--- src/rtl/load_store_unit.sv ---
// Load/store unit: turns a core memory request into one word-wide bus access with
// byte enables, returns extended load data and stalls the core until the access completes.
package load_store_unit_pkg;
  typedef enum logic [3:0] {
    LS_N_A = 4'd0,
    L_B    = 4'd1,
    L_H    = 4'd2,
    L_W    = 4'd3,
    L_BU   = 4'd4,
    L_HU   = 4'd5,
    S_B    = 4'd6,
    S_H    = 4'd7,
    S_W    = 4'd8
  } load_store_type_e;
endpackage

module load_store_unit
  import load_store_unit_pkg::*;
#(
  parameter int XLEN           = 32,
  parameter int TIMEOUT_CYCLES = 255
) (
  input  logic             clk_i,
  input  logic             rst_ni,
  input  logic             req_valid_i,
  output logic             req_ready_o,
  input  load_store_type_e load_store_type_i,
  input  logic             write_enable_i,
  input  logic [XLEN-1:0]  addr_i,
  input  logic [XLEN-1:0]  store_data_i,
  output logic [XLEN-1:0]  load_data_o,
  output logic             done_o,
  output logic             misaligned_o,
  output logic             bus_error_o,
  output logic             mem_req_o,
  input  logic             mem_gnt_i,
  output logic             mem_we_o,
  output logic [3:0]       mem_be_o,
  output logic [XLEN-1:0]  mem_addr_o,
  output logic [XLEN-1:0]  mem_wdata_o,
  input  logic             mem_rvalid_i,
  input  logic [XLEN-1:0]  mem_rdata_i
);

  localparam int CNT_W = $clog2(TIMEOUT_CYCLES + 1);

  typedef enum logic [1:0] {IDLE, REQ, WAIT, DONE} state_e;

  state_e           state_q, state_d;
  load_store_type_e type_q;
  logic [1:0]       off_q;
  logic [XLEN-3:0]  word_addr_q;
  logic [XLEN-1:0]  wdata_q;
  logic [3:0]       be_q;
  logic [CNT_W-1:0] cnt_q;
  logic             misaligned_q;
  logic             bus_error_q;
  logic [XLEN-1:0]  load_data_q;

  logic             accept;
  logic             misaligned_acc;
  logic [3:0]       be_acc;
  logic [XLEN-1:0]  wdata_acc;
  logic             is_store_q;
  logic             timeout;
  logic [7:0]       byte_sel;
  logic [15:0]      half_sel;
  logic [XLEN-1:0]  load_ext;

  // The type alone decides load vs. store; write_enable_i is redundant with it.
  assign accept     = (state_q == IDLE) && req_valid_i && (load_store_type_i != LS_N_A);
  assign is_store_q = (type_q == S_B) || (type_q == S_H) || (type_q == S_W);
  assign timeout    = (cnt_q >= CNT_W'(TIMEOUT_CYCLES - 1));

  always_comb begin
    be_acc         = 4'b0000;
    misaligned_acc = 1'b0;
    wdata_acc      = store_data_i;
    case (load_store_type_i)
      L_B, L_BU, S_B: be_acc = 4'b0001 << addr_i[1:0];
      L_H, L_HU, S_H: begin
        be_acc         = 4'b0011 << addr_i[1:0];
        misaligned_acc = addr_i[0];
      end
      L_W, S_W: begin
        be_acc         = 4'b1111;
        misaligned_acc = |addr_i[1:0];
      end
      default: ;
    endcase
    case (load_store_type_i)
      S_B:     wdata_acc = {4{store_data_i[7:0]}};
      S_H:     wdata_acc = {2{store_data_i[15:0]}};
      default: ;
    endcase
  end

  always_comb begin
    byte_sel = mem_rdata_i[{off_q, 3'b000} +: 8];
    half_sel = mem_rdata_i[{off_q[1], 4'b0000} +: 16];
    case (type_q)
      L_B:     load_ext = {{(XLEN-8){byte_sel[7]}}, byte_sel};
      L_BU:    load_ext = {{(XLEN-8){1'b0}}, byte_sel};
      L_H:     load_ext = {{(XLEN-16){half_sel[15]}}, half_sel};
      L_HU:    load_ext = {{(XLEN-16){1'b0}}, half_sel};
      default: load_ext = mem_rdata_i;
    endcase
  end

  // A grant or response arriving on the last allowed cycle still wins over the timeout.
  always_comb begin
    state_d = state_q;
    case (state_q)
      IDLE: if (accept) state_d = misaligned_acc ? DONE : REQ;
      REQ: begin
        if (mem_gnt_i)    state_d = WAIT;
        else if (timeout) state_d = DONE;
      end
      WAIT: if (mem_rvalid_i || timeout) state_d = DONE;
      DONE: state_d = IDLE;
      default: state_d = IDLE;
    endcase
  end

  always_ff @(posedge clk_i) begin
    if (!rst_ni) begin
      state_q      <= IDLE;
      type_q       <= LS_N_A;
      off_q        <= '0;
      word_addr_q  <= '0;
      wdata_q      <= '0;
      be_q         <= '0;
      cnt_q        <= '0;
      misaligned_q <= 1'b0;
      bus_error_q  <= 1'b0;
      load_data_q  <= '0;
    end else begin
      state_q <= state_d;
      case (state_q)
        IDLE: begin
          if (accept) begin
            type_q       <= load_store_type_i;
            off_q        <= addr_i[1:0];
            word_addr_q  <= addr_i[XLEN-1:2];
            wdata_q      <= wdata_acc;
            be_q         <= be_acc;
            cnt_q        <= '0;
            misaligned_q <= misaligned_acc;
            bus_error_q  <= 1'b0;
          end
        end
        REQ: begin
          cnt_q <= cnt_q + CNT_W'(1);
          if (!mem_gnt_i && timeout) bus_error_q <= 1'b1;
        end
        WAIT: begin
          cnt_q <= cnt_q + CNT_W'(1);
          if (mem_rvalid_i && !is_store_q) load_data_q <= load_ext;
          if (!mem_rvalid_i && timeout)    bus_error_q <= 1'b1;
        end
        DONE: begin
          misaligned_q <= 1'b0;
          bus_error_q  <= 1'b0;
        end
        default: ;
      endcase
    end
  end

  assign req_ready_o  = (state_q == IDLE);
  assign done_o       = (state_q == DONE);
  assign misaligned_o = done_o && misaligned_q;
  assign bus_error_o  = done_o && bus_error_q;
  assign load_data_o  = load_data_q;
  assign mem_req_o    = (state_q == REQ);
  assign mem_we_o     = mem_req_o && is_store_q;
  assign mem_be_o     = mem_req_o ? be_q : 4'b0000;
  assign mem_addr_o   = mem_req_o ? {word_addr_q, 2'b00} : '0;
  assign mem_wdata_o  = mem_req_o ? wdata_q : '0;

endmodule

--- config.mk ---
export PLATFORM = sky130hd
export DESIGN_NAME = load_store_unit
export DESIGN_NICKNAME = d
export VERILOG_FILES = /design/src/rtl/load_store_unit.sv
export SDC_FILE = /design/constraint.sdc
export NUM_CORES = 1
export LEC_CHECK = 0
export ABC_CLOCK_PERIOD_IN_PS = 2400
export BUFFER_PORTS_ARGS = -buffer_cell sky130_fd_sc_hd__buf_2
export CAP_MARGIN = 15
export CORE_ASPECT_RATIO = 1.25
export CORE_MARGIN = 4
export CORE_UTILIZATION = 47
export CTS_CLUSTER_SIZE = 20
export DETAILED_ROUTE_END_ITERATION = 6
export PLACE_DENSITY = 0.76
export SLEW_MARGIN = 20
export SYNTH_ARGS = -nofsm -noshare
export SYNTH_HDL_FRONTEND = slang
export SYNTH_SLANG_ARGS = --single-unit
--- constraint.sdc ---
create_clock -name clk_i -period 2.4 [get_ports clk_i]
set_input_delay 0.12 -clock clk_i [delete_from_list [all_inputs] [get_ports clk_i]]
set_output_delay 0.12 -clock clk_i [all_outputs]
set_load 0.01 [all_outputs]
==> results.tsv, run 1 <==
stage	metric	value	unit
outcome	outcome	completed	
sta	setup violators final	0	
power	power share of the clock group	0.345	
cts	CTS H-tree depth	4	
placed_design	placed cell count	1087	
placed_design	hpwl dp	12500	um
sta	RSZ-0062 raised after global routing	no	
finish	share of layout cells above drive strength 1	0.287	
worst_setup_path	Worst Path Required	2650	ps
global_routing	first-pass GRT wire length	29600	um
route	DR vias/cell	5.41	
yosys	synthesized area per cell	8.16	um2
yosys	Post-Syn Area	6160	um2
power	Static Leak	3.84	nW
power	Design Power	7.56	mW
finish	fin nets	1100	
worst_setup_path	worst stage delay on the critical path	750	ps
route	antenna viol nets, final	0	
route	Vias	6326	
placed_design	port bufs	208	
cts	TritonCTS Buffers	17	
worst_setup_path	Arr. time, crit path	2380	ps
sta	Final Critical Period	2130	ps
worst_setup_path	CP max-delay cell	o311a_1	
yosys	cell taking the most area after synthesis	dfxtp_1	
sta	worst-margin pin slew	829	ps
global_routing	number of global-route vias before repair	5988	
sta	worst clock skew	9.33	ps
power	Pwr Density	899	nW/um2
flow_run	Max-cap violations	0	
worst_setup_path	crit path launch type	register	
cts	Worst-Skew Late Latency	410	ps
yosys	Synth top area share	0.377	
power	Int Power	4.95	mW
power	Max IR drop VDD	0.498	mV
yosys	number of synthesized flops with an enable pin	0	
cts	Resized cells post-CTS	0	
worst_setup_path	crit path kind	register to register	
floorplanning	Initial Util	0.482	
floorplanning	Rows	46	
route	DR iter-0 viols	487	
global_routing	Overall Global Routing Usage	0.238	
cts	CTS Sinks	116	
worst_setup_path	worst-path cell chain	nor3_2 > a211oi_4 > o311a_1 > a21oi_1	
finish	Layout area overhead	36.6	%
worst_setup_path	CP Capture Type	register	
floorplanning	die area	15000	um2
power	Sw Pwr	2.62	mW
yosys	top cells by area, synth	dfxtp_1, nand2_1, and2_1, a21boi_1, mux2i_1	
sta	Final Max Slew Viols	0	
global_routing	initial antenna violation count	2	
cts	Post-CTS Hold Buffers	49	
worst_setup_path	Max Fanout on Critical Path	17	
yosys	Yosys warnings	0	
finish	area of the multi-input gates	3520	um2
floorplanning	die span in x	110	um
finish	non-filler cells, final	1169	
sta	part of the cycle the worst path needs	0.886	
sta	relative slew slack	0.447	
cts	Clock transition at path regs	50	ps
placed_design	routability cong.	0.856	
cts	CTS tree	yes	
global_routing	grt total ovfl	0	
floorplanning	# IOs	212	
yosys	sequential area share after synthesis	0.377	
cts	Post-CTS Setup Bufs	0	
power	Seq pwr share	0.327	
route	Residual DRC	0	
route	total wire length	18500	um
yosys	Netlist cell types	64	
yosys	post-synthesis async set-or-reset flop share	0	
power	Sw Ratio	0.346	
cts	CTS root buf	clkbuf_16	
route	drt wl/cell	15.8	um
sta	fmax	471	MHz
yosys	synthesized flop and latch total	116	
floorplanning	DIE HEIGHT	136	um
yosys	gate count of the mapped netlist	755	
floorplanning	core area	12800	um2
cts	CTS max path bufs	2	
yosys	main flop type after synthesis	dfxtp_1	
power	Comb pwr share	0.328	
sta	final hold violations	0	
finish	register area	2320	um2
route	DRT Pass-1 Iters	5	
finish	fillers	1076	
sta	TNS Setup	0	ps
hold_path	Hold Path Class	input pin to register	
global_routing	largest net degree at the start of global routing	80	
==> metrics by stage <==
step	area (um2)	util	setup slack (ps)	hold slack, ps
after detailed placement	7310	0.572	299	368
after global routing	8420	0.659	108	9.99
final	8420	0.659	275	3.83
after CTS	8420	0.659	281	2.09
after global placement	7310	0.572	374	364
after floorplan	6170	-	534	255
==> cells in the mapped netlist, drive strengths merged (2+ instances only) <==
cell type  instances
clkbuf            37
nor4               2
o211ai            15
and2              71
a21oi             42
or4                6
mux2i             26
a22oi              4
nand4              2
o211a             17
or3b               2
a21boi            52
dfxtp            116
o31ai              6
buf               27
a211oi            10
o21a               2
nand3             18
a32oi              2
nand2            159
a31oi             10
o21ai             43
nand3b             3
nor2b              9
nor2               6
xor2               2
inv               13
nand2b             2
nor3b              3
ha                 7
a211o              3
nor3               2
o221a              4
or2                4
o41ai              8
and3b              3
==> critical path, delay by kind of cell, from the launching register on <==
kind | cells | cell delay, ps
compound gates | 3 | 1180
flops | 1 | 610
simple gates | 1 | 160
==> state kept, by name, summed over array words and instances, names as in the netlist <==
signal and flops:
load_data_o 32, wdata_q 32, word_addr_q 30, cnt_q 8
be_q 4, type_q 4, off_q 2, state_q 2
bus_error_q 1, misaligned_q 1
==> final timing paths <==
path	startpoint	cells after the start	to	slack, ps
max	type_q[1]$_SDFFE_PN0P_	4	load_data_o[18]$_SDFFE_PN0P_	270
min	mem_rdata_i[10]	3	load_data_o[10]$_SDFFE_PN0P_	4
min reg2reg	word_addr_q[5]$_SDFFE_PN0P_	2	word_addr_q[5]$_SDFFE_PN0P_	440
max reg2reg	type_q[1]$_SDFFE_PN0P_	4	load_data_o[18]$_SDFFE_PN0P_	270
==> layout by cell type (no fill, tap or decap), types with 10 or more instances in the layout <==
cell type / count
buf_2: 207
nand2_1: 158
dfxtp_1: 116
and2_1: 71
a21boi_1: 50
dlygate4sd3_1: 49
a21oi_1: 32
o21ai_0: 31
mux2i_1: 26
nand3_1: 18
buf_4: 18
o211a_1: 17
clkbuf_16: 17
o211ai_1: 15
inv_1: 13
o21ai_1: 12
a31oi_1: 10
a21oi_2: 10
==> power by group through the flow <==
stage	sequential [mW]	clock, mW	combinational (mW)
floorplan	2.49	0	1.64
global placement	2.50	0	2.36
detailed placement	2.51	0	2.40
CTS	2.47	2.64	2.48
global route	2.52	2.73	2.74
finish	2.48	2.61	2.48
==> cell type report <==
class | count | area share
clock buffers | 20 | 0.0543
well taps | 168 | 0.0250
diodes | 1 | 0.000297
clock inverters | 12 | 0.0183
multi-input cells | 563 | 0.418
flip-flops and latches | 116 | 0.276
repair buffers | 276 | 0.202
inverters | 13 | 0.00580
==> layer usage <==
metal / global-route usage / routed length (um)
met1: 0.290 / 7870
met2: 0.402 / 8970
met3: 0.0516 / 995
met4: 0.112 / 640
met5: 0 / 7
==> cell families (layout without fill, tap and decap cells) <==
| logic type | count (synthesis) | count (layout) | synth area share |
|---|---|---|---|
| AO/OA/AOI/OAI | 228 | 228 | 0.265 |
| AND/OR/NAND/NOR | 296 | 296 | 0.237 |
| buffers and inverters | 77 | 321 | 0.0554 |
| multiplexers | 28 | 28 | 0.0477 |
| other | 1 | 3 | 0.000608 |
| flip-flops | 116 | 116 | 0.377 |
| adder cells (fa/ha/maj) | 7 | 7 | 0.0142 |
| XOR/XNOR | 2 | 2 | 0.00284 |
Power figures use the tool's default switching activity.
==> run 2: changes to the inputs <==
--- a/config.mk
+++ b/config.mk
@@ -5,7 +5,7 @@
 export SDC_FILE = /design/constraint.sdc
 export NUM_CORES = 1
 export LEC_CHECK = 0
-export ABC_CLOCK_PERIOD_IN_PS = 2400
+export ABC_CLOCK_PERIOD_IN_PS = 2700
 export BUFFER_PORTS_ARGS = -buffer_cell sky130_fd_sc_hd__buf_2
 export CAP_MARGIN = 15
 export CORE_ASPECT_RATIO = 1.25
==> constraint.sdc (replaced) <==
create_clock -name clk_i -period 2.7 [get_ports clk_i]
set_input_delay 0.135 -clock clk_i [delete_from_list [all_inputs] [get_ports clk_i]]
set_output_delay 0.135 -clock clk_i [all_outputs]
set_load 0.01 [all_outputs]
==> results.tsv, run 2 (same netlist as run 1, synthesis figures left out) <==
stage	metric	value	unit	change
outcome	outcome	completed		
sta	fmax	457	MHz	-2.9%
power	Pwr Density	823	nW/um2	-8.4%
finish	most frequent cells in the layout	buf_2, nand2_1, dfxtp_1		
route	Vias	6279		-0.74%
worst_setup_path	worst-path cell chain	inv_1 > ha_1 > nand2_1 > nor2_4 > buf_12 > nand2_1 > o211a_1		
hold_path	worst hold stages	3		unchanged
cts	CTS Sinks	116		unchanged
global_routing	number of global-route vias before repair	5956		-0.53%
route	drt wl/cell	16.0	um	+1.1%
route	DR iter-0 viols	452		-7.2%
floorplanning	# IOs	212		unchanged
worst_setup_path	CP max-delay cell	nor2_4		
sta	worst-margin pin slew	829	ps	+0.222 ps
hold_path	Hold Path Class	input pin to register		
placed_design	placed cell count	1082		-0.46%
finish	share of layout cells above drive strength 1	0.286		-0.00129
floorplanning	Initial Util	0.482		unchanged
floorplanning	die area	15000	um2	unchanged
worst_setup_path	CP most frequent cell	nand2_1		
global_routing	grt total ovfl	0		unchanged
finish	non-filler cells, final	1155		-1.2%
finish	fin nets	1087		-1.2%
worst_setup_path	R2R setup slack	510	ps	+240 ps
placed_design	Placed Instance Area	7290	um2	-0.34%
route	total wire length	18500	um	about the same
cts	CTS H-tree depth	4		unchanged
worst_setup_path	Worst Path Required	3000	ps	+350 ps
global_routing	Overall Global Routing Usage	0.238		about the same
sta	final hold violations	0		unchanged
placed_design	routability cong.	0.861		+0.48%
floorplanning	core area	12800	um2	unchanged
sta	relative slew slack	0.447		about the same
cts	TritonCTS Buffers	17		unchanged
worst_setup_path	Arr. time, crit path	2490	ps	+110 ps
cts	CTS max path bufs	2		unchanged
sta	setup violators final	0		unchanged
route	Residual DRC	0		unchanged
finish	final instance area	8360	um2	-0.70%
worst_setup_path	Max Fanout on Critical Path	57		+40
route	antenna viol nets, final	0		unchanged
sta	Final Critical Period	2190	ps	+63.1 ps
worst_setup_path	CP Capture Type	register		
floorplanning	DIE HEIGHT	136	um	unchanged
sta	worst clock skew	10.2	ps	+0.871 ps
flow_run	Max-cap violations	0		unchanged
route	DRT Pass-1 Iters	5		unchanged
cts	Post-CTS Setup Bufs	0		unchanged
worst_setup_path	worst stage delay on the critical path	580	ps	-170 ps
worst_setup_path	R2R depth	7		+3
cts	Clock transition at path regs	50	ps	about the same
power	Static Leak	3.81	nW	-0.97%
sta	RSZ-0062 raised after global routing	no		
cts	CTS root buf	clkbuf_16		
hold_path	Min-Delay Startpoint	store_data_i[1]		
global_routing	largest net degree at the start of global routing	67		-16%
worst_setup_path	CP startpoint	state_q[0]$_SDFFE_PN0P_		
sta	TNS Setup	0	ps	unchanged
global_routing	initial antenna violation count	1		-1
finish	final core utilization	0.654		-0.00460
cts	CTS tree	yes		
power	Design Power	6.88	mW	-9.0%
floorplanning	Rows	46		unchanged
floorplanning	die span in x	110	um	unchanged
finish	commonest non-fill, non-tap cell in the layout	buf_2		
cts	Worst-Skew Late Latency	410	ps	about the same
power	Max IR drop VDD	0.396	mV	-20%
finish	Layout area overhead	35.6	%	
worst_setup_path	crit path launch type	register		
global_routing	first-pass GRT wire length	29500	um	-0.32%
placed_design	hpwl dp	12300	um	-1.2%
worst_setup_path	Worst R2R End	wdata_q[9]$_SDFFE_PN0P_		
sta	Final Max Slew Viols	0		unchanged
hold_path	sink of the worst hold path	wdata_q[1]$_SDFFE_PN0P_		
placed_design	port bufs	208		unchanged
finish	ANT cells	0		-1
worst_setup_path	worst r2r src	state_q[0]$_SDFFE_PN0P_		
worst_setup_path	crit path kind	register to register		
sta	part of the cycle the worst path needs	0.811		-0.0750
route	DR vias/cell	5.44		+0.46%
==> run 2: changes by cell type in the layout (fill, tap and decap cells not counted), sizes merged <==
cell and change:
diode -1, clkinvlp +1, bufinv +2, buf -5, inv -1, clkinv -2, dlygate4sd3 -8
==> run 2: worst max path at each step <==
stage	end	depth (start not counted)
after detailed placement	wdata_q[18]$_SDFFE_PN0P_	7
after global routing	wdata_q[28]$_SDFFE_PN0P_	7
after CTS	wdata_q[12]$_SDFFE_PN0P_	7
after global placement	wdata_q[21]$_SDFFE_PN0P_	7
after floorplan	cnt_q[6]$_SDFFE_PN0P_	8
final	wdata_q[9]$_SDFFE_PN0P_	7
==> run 2: critical path: cells and delay by family, from the launching register on <==
family	cells	cell delay (ps)
AND/OR/NAND/NOR	3	810
buffers and inverters	2	440
flip-flops	1	360
adder cells (fa/ha/maj)	1	290
AO/OA/AOI/OAI	1	140
==> run 2: power breakdown <==
group          internal, mW  total (mW)  switching (mW)  leakage (nW)
combinational         0.862        2.20            1.33          2.55
clock                  1.69        2.48           0.798         0.308
sequential             2.03        2.20           0.176         0.949
total                  4.57        6.88            2.31          3.81
==> run 2: area by class of cell <==
type	instances	area, um2
clock inverters	12	203
flip-flops and latches	116	2320
repair buffers	263	1600
well taps	168	210
fillers	1076	4420
multi-input cells	563	3520
inverters	13	48.8
clock buffers	20	457
==> run 2: stage by stage <==
step           hold WS (ps)  worst slack, ps
6_report               9.50              511
5_1_grt                10.5              354
4_1_cts                1.68              531
3_5_place_dp            382              560
3_3_place_gp            378              610
2_1_floorplan           270              834
==> run 2: timing repair <==
item / 4_1_cts / 5_1_grt
hold buffers: 41 / 0
endpoints found under the hold margin: 41 / 0
resized for setup: 0 / 0
==> run 2: routing by layer <==
metal	GRT usage	vias up	wire length (um)
li1	-	3088	-
met1	0.291	2911	7830
met2	0.410	235	9100
met3	0.0508	43	976
met4	0.0958	2	548
met5	0	-	13
==> run 3: changes to the inputs <==
--- a/config.mk
+++ b/config.mk
@@ -5,7 +5,7 @@
 export SDC_FILE = /design/constraint.sdc
 export NUM_CORES = 1
 export LEC_CHECK = 0
-export ABC_CLOCK_PERIOD_IN_PS = 2700
+export ABC_CLOCK_PERIOD_IN_PS = 2090
 export BUFFER_PORTS_ARGS = -buffer_cell sky130_fd_sc_hd__buf_2
 export CAP_MARGIN = 15
 export CORE_ASPECT_RATIO = 1.25
==> constraint.sdc (replaced) <==
create_clock -name clk_i -period 2.09 [get_ports clk_i]
set_input_delay 0.1045 -clock clk_i [delete_from_list [all_inputs] [get_ports clk_i]]
set_output_delay 0.1045 -clock clk_i [all_outputs]
set_load 0.01 [all_outputs]
==> results.tsv, run 3 (same netlist as run 1, synthesis figures left out) <==
stage	metric	value	unit	change
global_routing	M2 GR Usage	0.415		+0.00506
floorplanning	core area	12800	um2	unchanged
power	Sw Ratio	0.352		+0.0165
global_routing	grt met1 use	0.288		-0.00221
power	Pwr Density	991	nW/um2	+20%
worst_setup_path	Worst Path Required	2420	ps	-580 ps
finish	Layout area overhead	38.5	%	
power	Comb pwr share	0.347		+0.028
sta	final hold violations	0		unchanged
worst_setup_path	worst-path cell chain	inv_1 > ha_2 > nor2b_1 > a21oi_1 > buf_4 > or4_1 > a21oi_1		
floorplanning	# IOs	212		unchanged
global_routing	GR peak layer	met2		
route	DR vias/cell	5.40		-0.72%
sta	relative slew slack	0.590		+0.143
worst_setup_path	Arr. time, crit path	2250	ps	-240 ps
floorplanning	die area	15000	um2	unchanged
placed_design	Placed Instance Area	7370	um2	+1.2%
hold_path	Hold Path Class	input pin to register		
sta	part of the cycle the worst path needs	0.921		+0.111
cts	CTS tree	yes		
floorplanning	die span in x	110	um	unchanged
route	Vias	6412		+2.1%
hold_path	Min-Delay Startpoint	store_data_i[27]		
worst_setup_path	Max Fanout on Critical Path	14		-75%
route	drt wl/cell	15.6	um	-2.7%
route	antenna viol nets, final	0		unchanged
sta	RSZ-0062 raised after global routing	no		
placed_design	routability cong.	0.879		+2.1%
worst_setup_path	crit path kind	register to register		
worst_setup_path	worst r2r src	state_q[0]$_SDFFE_PN0P_		
finish	final instance area	8540	um2	+2.1%
power	Sw Pwr	2.98	mW	+29%
sta	Final Worst Setup Slack	164	ps	-347 ps
global_routing	largest net degree at the start of global routing	70		+4.5%
floorplanning	DIE HEIGHT	136	um	unchanged
worst_setup_path	CP max-delay cell	or4_1		
finish	most frequent cells in the layout	buf_2, nand2_1, dfxtp_1		
worst_setup_path	CP startpoint	state_q[0]$_SDFFE_PN0P_		
cts	TritonCTS Buffers	17		unchanged
cts	CTS root buf	clkbuf_16		
floorplanning	Rows	46		unchanged
power	Static Leak	3.90	nW	+2.4%
worst_setup_path	worst stage delay on the critical path	470	ps	-110 ps
power	power share of the clock group	0.316		-0.045
global_routing	initial antenna violation count	2		+1
worst_setup_path	crit path launch type	register		
sta	worst-margin pin slew	615	ps	-214 ps
route	DR iter-0 viols	411		-9.1%
power	Int Power	5.48	mW	+20%
cts	CTS max path bufs	2		unchanged
finish	commonest non-fill, non-tap cell in the layout	buf_2		
sta	Hold Slack	13.7	ps	+4.16 ps
cts	Clock transition at path regs	50	ps	about the same
floorplanning	Initial Util	0.482		unchanged
route	total wire length	18500	um	about the same
placed_design	hpwl dp	12500	um	+1.7%
route	DRT Pass-1 Iters	5		unchanged
finish	fin nets	1119		+2.9%
finish	share of layout cells above drive strength 1	0.290		+0.00407
sta	Final Max Slew Viols	0		unchanged
flow_run	Max-cap violations	0		unchanged
sta	setup violators final	0		unchanged
sta	TNS Setup	0	ps	unchanged
cts	Post-CTS Setup Bufs	0		unchanged
route	Residual DRC	0		unchanged
worst_setup_path	CP Capture Type	register		
placed_design	port bufs	208		unchanged
power	Max IR drop VDD	0.595	mV	+50%
outcome	outcome	completed		
global_routing	number of global-route vias before repair	6085		+2.2%
global_routing	GR met3 Demand/Resource	0.0508		unchanged
power	Seq pwr share	0.337		+0.017
placed_design	pre-CTS setup slack	43.2	ps	-517 ps
sta	Final Critical Period	1930	ps	-263 ps
global_routing	Overall Global Routing Usage	0.239		+0.000944
sta	worst clock skew	8.04	ps	-2.16 ps
worst_setup_path	CP most frequent cell	a21oi_1		
cts	Worst-Skew Late Latency	400	ps	about the same
global_routing	grt total ovfl	0		unchanged
cts	CTS Sinks	116		unchanged
power	Design Power	8.46	mW	+23%
cts	CTS H-tree depth	4		unchanged
global_routing	first-pass GRT wire length	29800	um	+1.1%
sta	fmax	519	MHz	+14%
## run 3: cell count changes in the layout (fill, tap and decap cells not counted), sizes merged
cell and change:
clkbuf -1, bufinv -4, dlygate4sd3 +19, buf +13, diode +2, clkinv +4
## run 3: repair_timing
item | 4_1_cts | 5_1_grt
endpoints found under the hold margin | 60 | 0
setup endpoints to repair | 0 | 6
gates resized for setup | 0 | 2
hold buffers | 60 | 0
## run 3: worst paths after layout
check / cells after the start / endpoint / slack (ps)
max: 7 / cnt_q[7]$_SDFFE_PN0P_ / 160
min: 3 / wdata_q[27]$_SDFFE_PN0P_ / 10
max reg2reg: 7 / cnt_q[7]$_SDFFE_PN0P_ / 160
min reg2reg: 2 / wdata_q[0]$_SDFFE_PN0P_ / 450
## run 3: per-layer routing
layer / vias to the layer above / part of all wire
li1: 3145 / -
met1: 2959 / 0.42
met2: 255 / 0.49
met3: 53 / 0.055
met4: 0 / 0.036
met5: - / 0
## run 3: cell type report
class,count,area (um2)
Multi-Input combinational cell,563,3520
Timing Repair Buffer,295,1870
Antenna cell,2,5.00
Sequential cell,116,2320
Clock inverter,12,110
Fill cell,1080,4240
Tap cell,168,210
Inverter,13,48.8
Clock buffer,19,443
## run 3: worst max-delay path: cells and delay by family, from the launching register on
kind | cells | cell delay [ps]
compound gates | 2 | 200
fa+ha+maj | 1 | 330
buf+inv | 2 | 290
flops | 1 | 430
simple gates | 2 | 590
## run 3: power groups by stage
stage	registers, mW	clock network (mW)	logic (mW)
final	2.85	2.67	2.93
after global routing	2.90	2.84	3.26
after CTS	2.84	2.74	2.92
after detailed placement	2.89	0	2.82
after global placement	2.87	0	2.78
after floorplan	2.86	0	1.89
## run 3: metrics by stage
step,util,instances
2_1_floorplan,-,756
3_3_place_gp,0.577,1095
5_1_grt,0.668,1188
6_report,0.668,1188
4_1_cts,0.667,1186
3_5_place_dp,0.577,1095
